## config.mk

```make
export PLATFORM = sky130hd
export DESIGN_NAME = wb_arbiter
export DESIGN_NICKNAME = d
export VERILOG_FILES = /design/src/rtl/wb_arbiter.sv
export SDC_FILE = /design/constraint.sdc
export NUM_CORES = 1
export LEC_CHECK = 0
export BUFFER_PORTS_ARGS = -buffer_cell sky130_fd_sc_hd__clkbuf_2
export CAP_MARGIN = 20
export CORE_AREA = 2 2 249 227
export CTS_BUF_LIST = sky130_fd_sc_hd__clkbuf_8
export DETAILED_ROUTE_END_ITERATION = 8
export DIE_AREA = 0 0 251 229
export RECOVER_POWER = 25
export SYNTH_ARGS = -nofsm -noshare
export SYNTH_HDL_FRONTEND = slang
export SYNTH_SLANG_ARGS = --single-unit
```

## constraint.sdc

```tcl
create_clock -name clk -period 7.1 [get_ports clk]
set_input_delay 0.71 -clock clk [delete_from_list [all_inputs] [get_ports clk]]
set_output_delay 0.71 -clock clk [all_outputs]
set_load 0.05 [all_outputs]
```

## src/rtl/wb_arbiter.sv

```systemverilog
// rtl/wb_arbiter.sv - round-robin arbiter sharing one result bus among ALU, branch and load FIFOs
module wb_arbiter #(
  parameter int ROB_LOG = 4,
  parameter int DEPTH   = 2
) (
  input  logic                   clk,
  input  logic                   rst,
  input  logic                   rdy,
  input  logic                   flush,
  input  logic [2:0]             req_valid,
  output logic [2:0]             req_ready,
  input  logic [95:0]            req_value,
  input  logic [95:0]            req_toPC,
  input  logic [3*ROB_LOG-1:0]   req_RobId,
  output logic                   cdb_valid,
  output logic [31:0]            cdb_value,
  output logic [31:0]            cdb_toPC,
  output logic [ROB_LOG-1:0]     cdb_RobId,
  output logic [1:0]             cdb_src
);

  localparam int PW = (DEPTH > 1) ? $clog2(DEPTH) : 1;
  localparam int CW = PW + 1;
  localparam logic [CW-1:0] FULL = CW'(DEPTH);

  logic [31:0]         val_q [3][DEPTH];
  logic [31:0]         val_d [3][DEPTH];
  logic [31:0]         pc_q  [3][DEPTH];
  logic [31:0]         pc_d  [3][DEPTH];
  logic [ROB_LOG-1:0]  rid_q [3][DEPTH];
  logic [ROB_LOG-1:0]  rid_d [3][DEPTH];
  logic [PW-1:0]       wptr_q [3];
  logic [PW-1:0]       wptr_d [3];
  logic [PW-1:0]       rptr_q [3];
  logic [PW-1:0]       rptr_d [3];
  logic [CW-1:0]       cnt_q  [3];
  logic [CW-1:0]       cnt_d  [3];
  logic [1:0]          last_q, last_d;
  logic                cdb_valid_q, cdb_valid_d;
  logic [31:0]         cdb_value_q, cdb_value_d;
  logic [31:0]         cdb_toPC_q, cdb_toPC_d;
  logic [ROB_LOG-1:0]  cdb_RobId_q, cdb_RobId_d;
  logic [1:0]          cdb_src_q, cdb_src_d;

  logic [2:0]          nonempty;
  logic [2:0]          push;
  logic                pop_any;
  logic [1:0]          gnt;

  // (a + k) mod 3, used to walk the requesters starting after the last winner
  function automatic logic [1:0] wrap3(input logic [1:0] a, input int k);
    int s;
    s = int'(a) + k;
    return 2'(s % 3);
  endfunction

  // Ready depends only on registered occupancy, so a full FIFO refuses input even when popped
  always_comb begin
    nonempty = '0;
    req_ready = '0;
    push = '0;
    for (int i = 0; i < 3; i++) begin
      nonempty[i]  = (cnt_q[i] != '0);
      req_ready[i] = rst & rdy & ~flush & (cnt_q[i] != FULL);
      push[i]      = req_valid[i] & req_ready[i];
    end
  end

  // Round-robin pick: first non-empty FIFO after the most recently granted one
  always_comb begin
    gnt = 2'd0;
    pop_any = 1'b0;
    for (int k = 1; k <= 3; k++) begin
      if (!pop_any && nonempty[wrap3(last_q, k)]) begin
        gnt = wrap3(last_q, k);
        pop_any = 1'b1;
      end
    end
  end

  // Next state: flush clears queues and bus valid; otherwise rdy gates push, pop and bus update
  always_comb begin
    val_d = val_q;
    pc_d = pc_q;
    rid_d = rid_q;
    wptr_d = wptr_q;
    rptr_d = rptr_q;
    cnt_d = cnt_q;
    last_d = last_q;
    cdb_valid_d = cdb_valid_q;
    cdb_value_d = cdb_value_q;
    cdb_toPC_d = cdb_toPC_q;
    cdb_RobId_d = cdb_RobId_q;
    cdb_src_d = cdb_src_q;
    if (flush) begin
      for (int i = 0; i < 3; i++) begin
        wptr_d[i] = '0;
        rptr_d[i] = '0;
        cnt_d[i] = '0;
      end
      cdb_valid_d = 1'b0;
    end else if (rdy) begin
      for (int i = 0; i < 3; i++) begin
        if (push[i]) begin
          val_d[i][wptr_q[i]] = req_value[i*32 +: 32];
          pc_d[i][wptr_q[i]]  = req_toPC[i*32 +: 32];
          rid_d[i][wptr_q[i]] = req_RobId[i*ROB_LOG +: ROB_LOG];
          wptr_d[i] = wptr_q[i] + 1'b1;
        end
        cnt_d[i] = cnt_q[i] + CW'(push[i]) - CW'(pop_any && (gnt == 2'(i)));
      end
      if (pop_any) begin
        rptr_d[gnt] = rptr_q[gnt] + 1'b1;
        cdb_valid_d = 1'b1;
        cdb_value_d = val_q[gnt][rptr_q[gnt]];
        cdb_toPC_d = pc_q[gnt][rptr_q[gnt]];
        cdb_RobId_d = rid_q[gnt][rptr_q[gnt]];
        cdb_src_d = gnt;
        last_d = gnt;
      end else begin
        cdb_valid_d = 1'b0;
      end
    end
  end

  // State registers; last starts at 2 so requester 0 is searched first after reset
  always_ff @(posedge clk or negedge rst) begin
    if (!rst) begin
      for (int i = 0; i < 3; i++) begin
        for (int j = 0; j < DEPTH; j++) begin
          val_q[i][j] <= '0;
          pc_q[i][j] <= '0;
          rid_q[i][j] <= '0;
        end
        wptr_q[i] <= '0;
        rptr_q[i] <= '0;
        cnt_q[i] <= '0;
      end
      last_q <= 2'd2;
      cdb_valid_q <= 1'b0;
      cdb_value_q <= '0;
      cdb_toPC_q <= 32'hFFFF_FFFF;
      cdb_RobId_q <= '0;
      cdb_src_q <= 2'd0;
    end else begin
      val_q <= val_d;
      pc_q <= pc_d;
      rid_q <= rid_d;
      wptr_q <= wptr_d;
      rptr_q <= rptr_d;
      cnt_q <= cnt_d;
      last_q <= last_d;
      cdb_valid_q <= cdb_valid_d;
      cdb_value_q <= cdb_value_d;
      cdb_toPC_q <= cdb_toPC_d;
      cdb_RobId_q <= cdb_RobId_d;
      cdb_src_q <= cdb_src_d;
    end
  end

  assign cdb_valid = cdb_valid_q;
  assign cdb_value = cdb_value_q;
  assign cdb_toPC = cdb_toPC_q;
  assign cdb_RobId = cdb_RobId_q;
  assign cdb_src = cdb_src_q;

endmodule

```

## Word-level counts from Yosys, hierarchy flattened

Index checks and enable logic that the tools add are counted.

| cells by class | value |
|---|---|
| add/subtract/negate cells | 13 |
| div/mod/pow operators | 3 |
| order comparisons | 12 |
| equal/unequal tests | 5 |
| muxes and demuxes | 70 |
| bitwise gates (word level) | 14 |
| reduce and logical (&&, ||, !) cells | 28 |

Operator list:

| kind | count |
|---|---|
| $bwmux 64 | 6 |
| $mux 32 | 9 |
| $bmux 64 s2 | 2 |
| $mux 64 | 4 |
| $demux 32 s1 | 3 |
| $mod 32x3->32 const B | 3 |
| $bwmux 8 | 3 |
| $mux 4 | 6 |
| $bmux 8 s2 | 1 |
| $mux 8 | 2 |
| $reduce_bool 2->1 | 8 |
| $mux 1 | 15 |
| $mux 3 | 5 |
| $demux 4 s1 | 3 |
| $mux 6 | 2 |
| $reduce_and 3->1 | 4 |
| $logic_and 1x1->1 | 9 |
| $lt 2x3->1 const B | 3 |
| $and 1x1->1 | 8 |
| $bmux 1 s2 | 4 |
| $ge 2x2->1 const B | 4 |
| $not 1->2 | 4 |
| $reduce_and 2->1 | 4 |
| $add 2x1->2 | 3 |
| 17 further kinds | 30 |

| word-level totals | value |
|---|---|
| bits in registers | 493 |
| input bits | 211 |
| output and inout port bits | 74 |
| word-level logic and storage cells | 178 |

## Depth between registers and ports, before layout

| logic depth | value |
|---|---|
| depth in word-level cells | 20 |
| depth in mapped cells | 15 |
| depth with buffers taken out | 14 |

## Worst setup path before layout

Ideal clock, no wire load.

| timing path | value |
|---|---|
| path kind | input-to-reg |
| start point | in flush |
| end point | reg pc_q[32] in the netlist's numbering |
| library setup time | 0.125 ns |
| arrival time | 3.335 ns |
| data required time | 6.975 ns |
| slack | 3.641 ns |
| stages on the path | 8 |
| buffers on the path | 3 |
| cell sequence | clkbuf_1 nand3b_1 a21oi_1 nand2_1 nor2_1 clkbuf_1 buf_2 mux2_2 |

| on the way | value |
|---|---|
| cells in the longest elaborated chain, start to end | 5 |

RTL lines:

| item | RTL line | RTL |
|---|---|---|
| start, declared | 9 | `input logic flush,` |
| $not 1->1 (no source line) | n/a |  |
| $and 1x1->1 (2 in a row) | 64 | `req_ready[i] = rst & rdy & ~flush & (cnt_q[i] != FULL);` |
| via req_ready[2] | 11 | `output logic [2:0] req_ready,` |
| $and 1x1->1 | 65 | `push[i] = req_valid[i] & req_ready[i];` |
| $reduce_and 3->1 (no source line) | n/a |  |
| end signal, assigned | 147 | `pc_q <= pc_d;` |
| end, declared | 28 | `logic [31:0] pc_q [3][DEPTH];` |

The timed path passes the listed nets, and every way through them passes these cells.
A chain may end at the register's enable or synchronous reset.

## Worst setup path in the final report

| timing path | value |
|---|---|
| start point | reg last_q[1] |
| end point | reg cdb_value_q[0] (netlist: cdb_value[0]) |

| on the way | value |
|---|---|
| cells in the longest elaborated chain, start to end | 19 |
| elaborated cells between the ends (all ways) | 34 |
| classes of those cells | add/sub (3); div (3); mux (21); bitwise (2); reduce/logical (5) |

RTL lines:

| item | RTL line | RTL |
|---|---|---|
| start, declared | 38 | `logic [1:0] last_q, last_d;` |
| start signal, assigned | 152 | `last_q <= last_d;` |
| $add 2x1->3 | 53 | `s = int'(a) + k;` |
| $mod 32x3->32 | 54 | `return 2'(s % 3);` |
| $bmux 1 s2 | 74 | `if (!pop_any && nonempty[wrap3(last_q, k)]) begin` |
| $mux 1 (not written as such) | 74 |  |
| $mux 1 | 74 |  |
| $logic_not 1->1 | 74 |  |
| $logic_and 1x1->1 | 74 |  |
| $mux 1 | 74 |  |
| $logic_not 1->1 | 74 |  |
| $logic_and 1x1->1 | 74 |  |
| $mux 2 | 74 |  |
| $not 2->3 (not written as such) | 115 | `cdb_value_d = val_q[gnt][rptr_q[gnt]];` |
| $bmux 1 s2 | 115 |  |
| $mux 1 (not written as such) (2 in a row) | 115 |  |
| $not 1->2 (not written as such) | 115 |  |
| $mux 32 (not written as such) (3 in a row) | 115 |  |
| end signal, assigned | 154 | `cdb_value_q <= cdb_value_d;` |
| end, declared | 40 | `logic [31:0] cdb_value_q, cdb_value_d;` |

Parallel ways exist; a longest one is shown, timed or not. The select of a mux whose other input is x is not followed.

==> flow_metrics.env <==
export IMPL_endpoint_kind="flip-flop"
export IMPL_switching_share_pct=39.8
export IMPL_cts_sinks=492
export IMPL_path_class="flip-flop to flip-flop"
export IMPL_ios=285
export IMPL_p_switching_w=0.00413
export IMPL_synth_edf_count=0
export IMPL_tightest_slew_ns=1.66
export IMPL_grt_pass1_vias=16760
export IMPL_drtAntennaViolNets=0
export IMPL_finalHoldViolations=0
export IMPL_area_growth_pct=16.9
export IMPL_fmax_ghz=0.232
export IMPL_path_clk_slew_ns=0.07
export IMPL_start_util_pct=39.5
export IMPL_dr_first_iter_drc_count=1184
export IMPL_drtPass1Iterations=5
export IMPL_fp_dieH_um=229
export IMPL_nNetsFinal=2184
export IMPL_cts_setup_buffers=0
export IMPL_violations="max-capacitance violations, max-slew violations"
export IMPL_io_buffers=284
export IMPL_viasPerCell=5.74
export IMPL_grt_usage_pct=22.9
export IMPL_pwr_share_clk_pct=24.0
export IMPL_pwr_share_comb_pct=36.6
export IMPL_drive_gt1_share_pct=40.3
export IMPL_cts_max_level=3
export IMPL_ys_ff_latch=492
export IMPL_layout_commonest_cell="dfrtp_1"
export IMPL_drc_errors=0
export IMPL_synth_cell_types=43
export IMPL_p_leak_nw=11.6
export IMPL_critPathMaxFanout=71
export IMPL_place_ws_ns=2.64
export IMPL_setup_tns_ns=0
export IMPL_cts_root_buf="clkbuf_8"
export IMPL_cts_resized=0
export IMPL_cts_buffers=84
export IMPL_required_ns=7.63
export IMPL_final_cell_mix="dfrtp_1, mux2_2, clkbuf_2"
export IMPL_start_kind="flip-flop"
export IMPL_syn_inst=1709
export IMPL_timing_final_crit_share_pct=60.7
export IMPL_core_area_um2=55000
export IMPL_final_setup_worst_slack_ns=2.79
export IMPL_hold_buffers=0
export IMPL_grt_pass1_wl_um=101000
export IMPL_cpPeakStageDelay_ns=0.64
export IMPL_antenna_found_initial=14
export IMPL_die_w_um=251
export IMPL_critPathSlowestCell="nand2_4"
export IMPL_cts_tree="built"
export IMPL_cap_violations=1
export IMPL_wl_um=65800
export IMPL_synth_async_reset_ratio_pct=100
export IMPL_worstHoldPathType="input pin to async pin"
export IMPL_status="complete, but fails checks"
export IMPL_vias=15715
export IMPL_setup_viol=0
export IMPL_seqPwrFrac_pct=39.4
export IMPL_grt_overflow_total=0
export IMPL_grt_start_max_net_pins=181
export IMPL_syn_nets=1930
export IMPL_timing_final_crit_period_ns=4.31
export IMPL_wl_per_cell_um=24.0
export IMPL_seq_area_frac_synth_pct=56.9
export IMPL_ir_worst_vdd_v=0.000248
export IMPL_fp_row_count=82
export IMPL_gp_congestion=0.788
export IMPL_rsz0062_at_grt="false"
export IMPL_synth_area_um2=21700
export IMPL_powerDensity_nw_per_um2=409
export IMPL_slew_viol_final=22
export IMPL_syn_avg_cell_area_um2=12.7
export IMPL_cts_path_max_buffers=3
export IMPL_max_slew_margin_pct=-10.9
export IMPL_synth_ff_type="dfrtp_1"
export IMPL_yosysWarnings=0
export IMPL_worstPathArrival_ns=4.84
export IMPL_clk_latency_ns=0.66
export IMPL_die_area_um2=57500
export IMPL_cp_cell_sequence="inv_1 -> ha_1 -> nand2b_1 -> o311ai_1 -> nand2_4 -> a21oi_4 -> buf_4 -> a221o_4 -> buf_16 -> a21oi_1 -> o32a_1"
export IMPL_finalClockSkew_ns=0.0223
export IMPL_internal_power_w=0.00626
export IMPL_dpl_hpwl_um=38200
==> flip-flops by register name, indices dropped and copies added (netlist names) <==
signal / cells
rid_q: 24
cdb_RobId: 4
cnt_q: 6
cdb_toPC: 32
rptr_q: 3
cdb_value: 32
pc_q: 192
cdb_src: 1
last_q: 2
cdb_valid: 1
val_q: 192
wptr_q: 3
==> stage by stage <==
stage / area (um2) / utilization (%) / power (W) / hold slack (ns) / cells
floorplan: 21700 / - / 0.00676 / 0.414 / 1709
global placement: 23800 / 43.3 / 0.00783 / 0.483 / 2588
detailed placement: 23800 / 43.3 / 0.00796 / 0.489 / 2588
CTS: 25400 / 46.2 / 0.0105 / 0.0995 / 2730
global route: 25400 / 46.2 / 0.0110 / 0.134 / 2735
finish: 25400 / 46.2 / 0.0104 / 0.0937 / 2737
==> worst paths after layout <==
kind,from,to,slack (ns),cells past startpoint
max,last_q[1]$_DFFE_PN1P_,cdb_value[0]$_DFFE_PN0P_,2.79,11
max reg2reg,last_q[1]$_DFFE_PN1P_,cdb_value[0]$_DFFE_PN0P_,2.79,11
max in group asynchronous,rst,val_q[11]$_DFFE_PN0P_,3.70,4
min reg2reg,cdb_src[1]$_DFFE_PN0P_,cdb_src[1]$_DFFE_PN0P_,0.50,2
min,rst,pc_q[131]$_DFFE_PN0P_,0.09,1
min in group clk,req_value[78],val_q[46]$_DFFE_PN0P_,0.30,2
==> synth_stat cells (3+ instances only) <==
cell type  instances  area share [%]
a21oi_1           79             1.8
nand3_1          139             3.2
dfrtp_1          459              53
nand2b_1           4            0.12
buf_4              3            0.10
inv_1             12            0.21
xor2_1             7            0.28
o32a_1            68             3.1
mux2_2           408              21
nor3_1             3           0.069
o21ai_0           73             1.7
mux2i_1            5            0.23
buf_1             23            0.40
a21o_1            71             2.5
dfstp_2           33             4.0
a32oi_1           68             2.7
and2_1             4            0.12
nor2_1            19            0.33
nand2_1           78             1.3
clkbuf_1          93             1.6
buf_2             23            0.53
ha_1              10            0.58
==> power groups by stage <==
stage | Clock (W) | Combinational [W] | Sequential (W)
finish | 0.00249 | 0.00381 | 0.00410
global route | 0.00270 | 0.00408 | 0.00418
CTS | 0.00256 | 0.00383 | 0.00410
detailed placement | 0 | 0.00382 | 0.00414
global placement | 0 | 0.00372 | 0.00411
floorplan | 0 | 0.00205 | 0.00471
==> worst max-delay path: cells and delay by family (launching register included) <==
kind	cells	cell delay (ns)
AO/OA/AOI/OAI	5	1.75
adder cells (fa/ha/maj)	1	0.20
buffers and inverters	3	0.77
flip-flops	1	0.55
AND/OR/NAND/NOR	2	0.80
==> routing by layer <==
layer | up-vias | GRT usage (%) | routed length, um
met5 | - | 0 | 140
met4 | 20 | 8.05 | 1750
met3 | 147 | 5.96 | 4780
met2 | 587 | 36.6 | 30700
met1 | 8101 | 30.2 | 28400
li1 | 6860 | - | -
==> area by class of cell <==
cell class	count	area, um2
clock inverters	35	154
fillers	4965	29600
clock buffers	107	1470
diodes	4	10.0
inverters	12	45.0
flip-flops and latches	492	12400
repair buffers	311	1620
multi-input cells	1062	8860
well taps	714	893
==> kinds of logic (layout without fill, tap and decap cells) <==
kind of cell,Yosys count,after routing,synth area share (%)
AO/OA/AOI/OAI,372,372,12.3
XOR/XNOR,9,9,0.363
adder cells (fa/ha/maj),10,10,0.576
buffers and inverters,155,465,2.90
flip-flops,492,492,56.9
multiplexers,413,413,21.4
other,0,4,0
AND/OR/NAND/NOR,258,258,5.59
(Power assumes the default switching activity.)
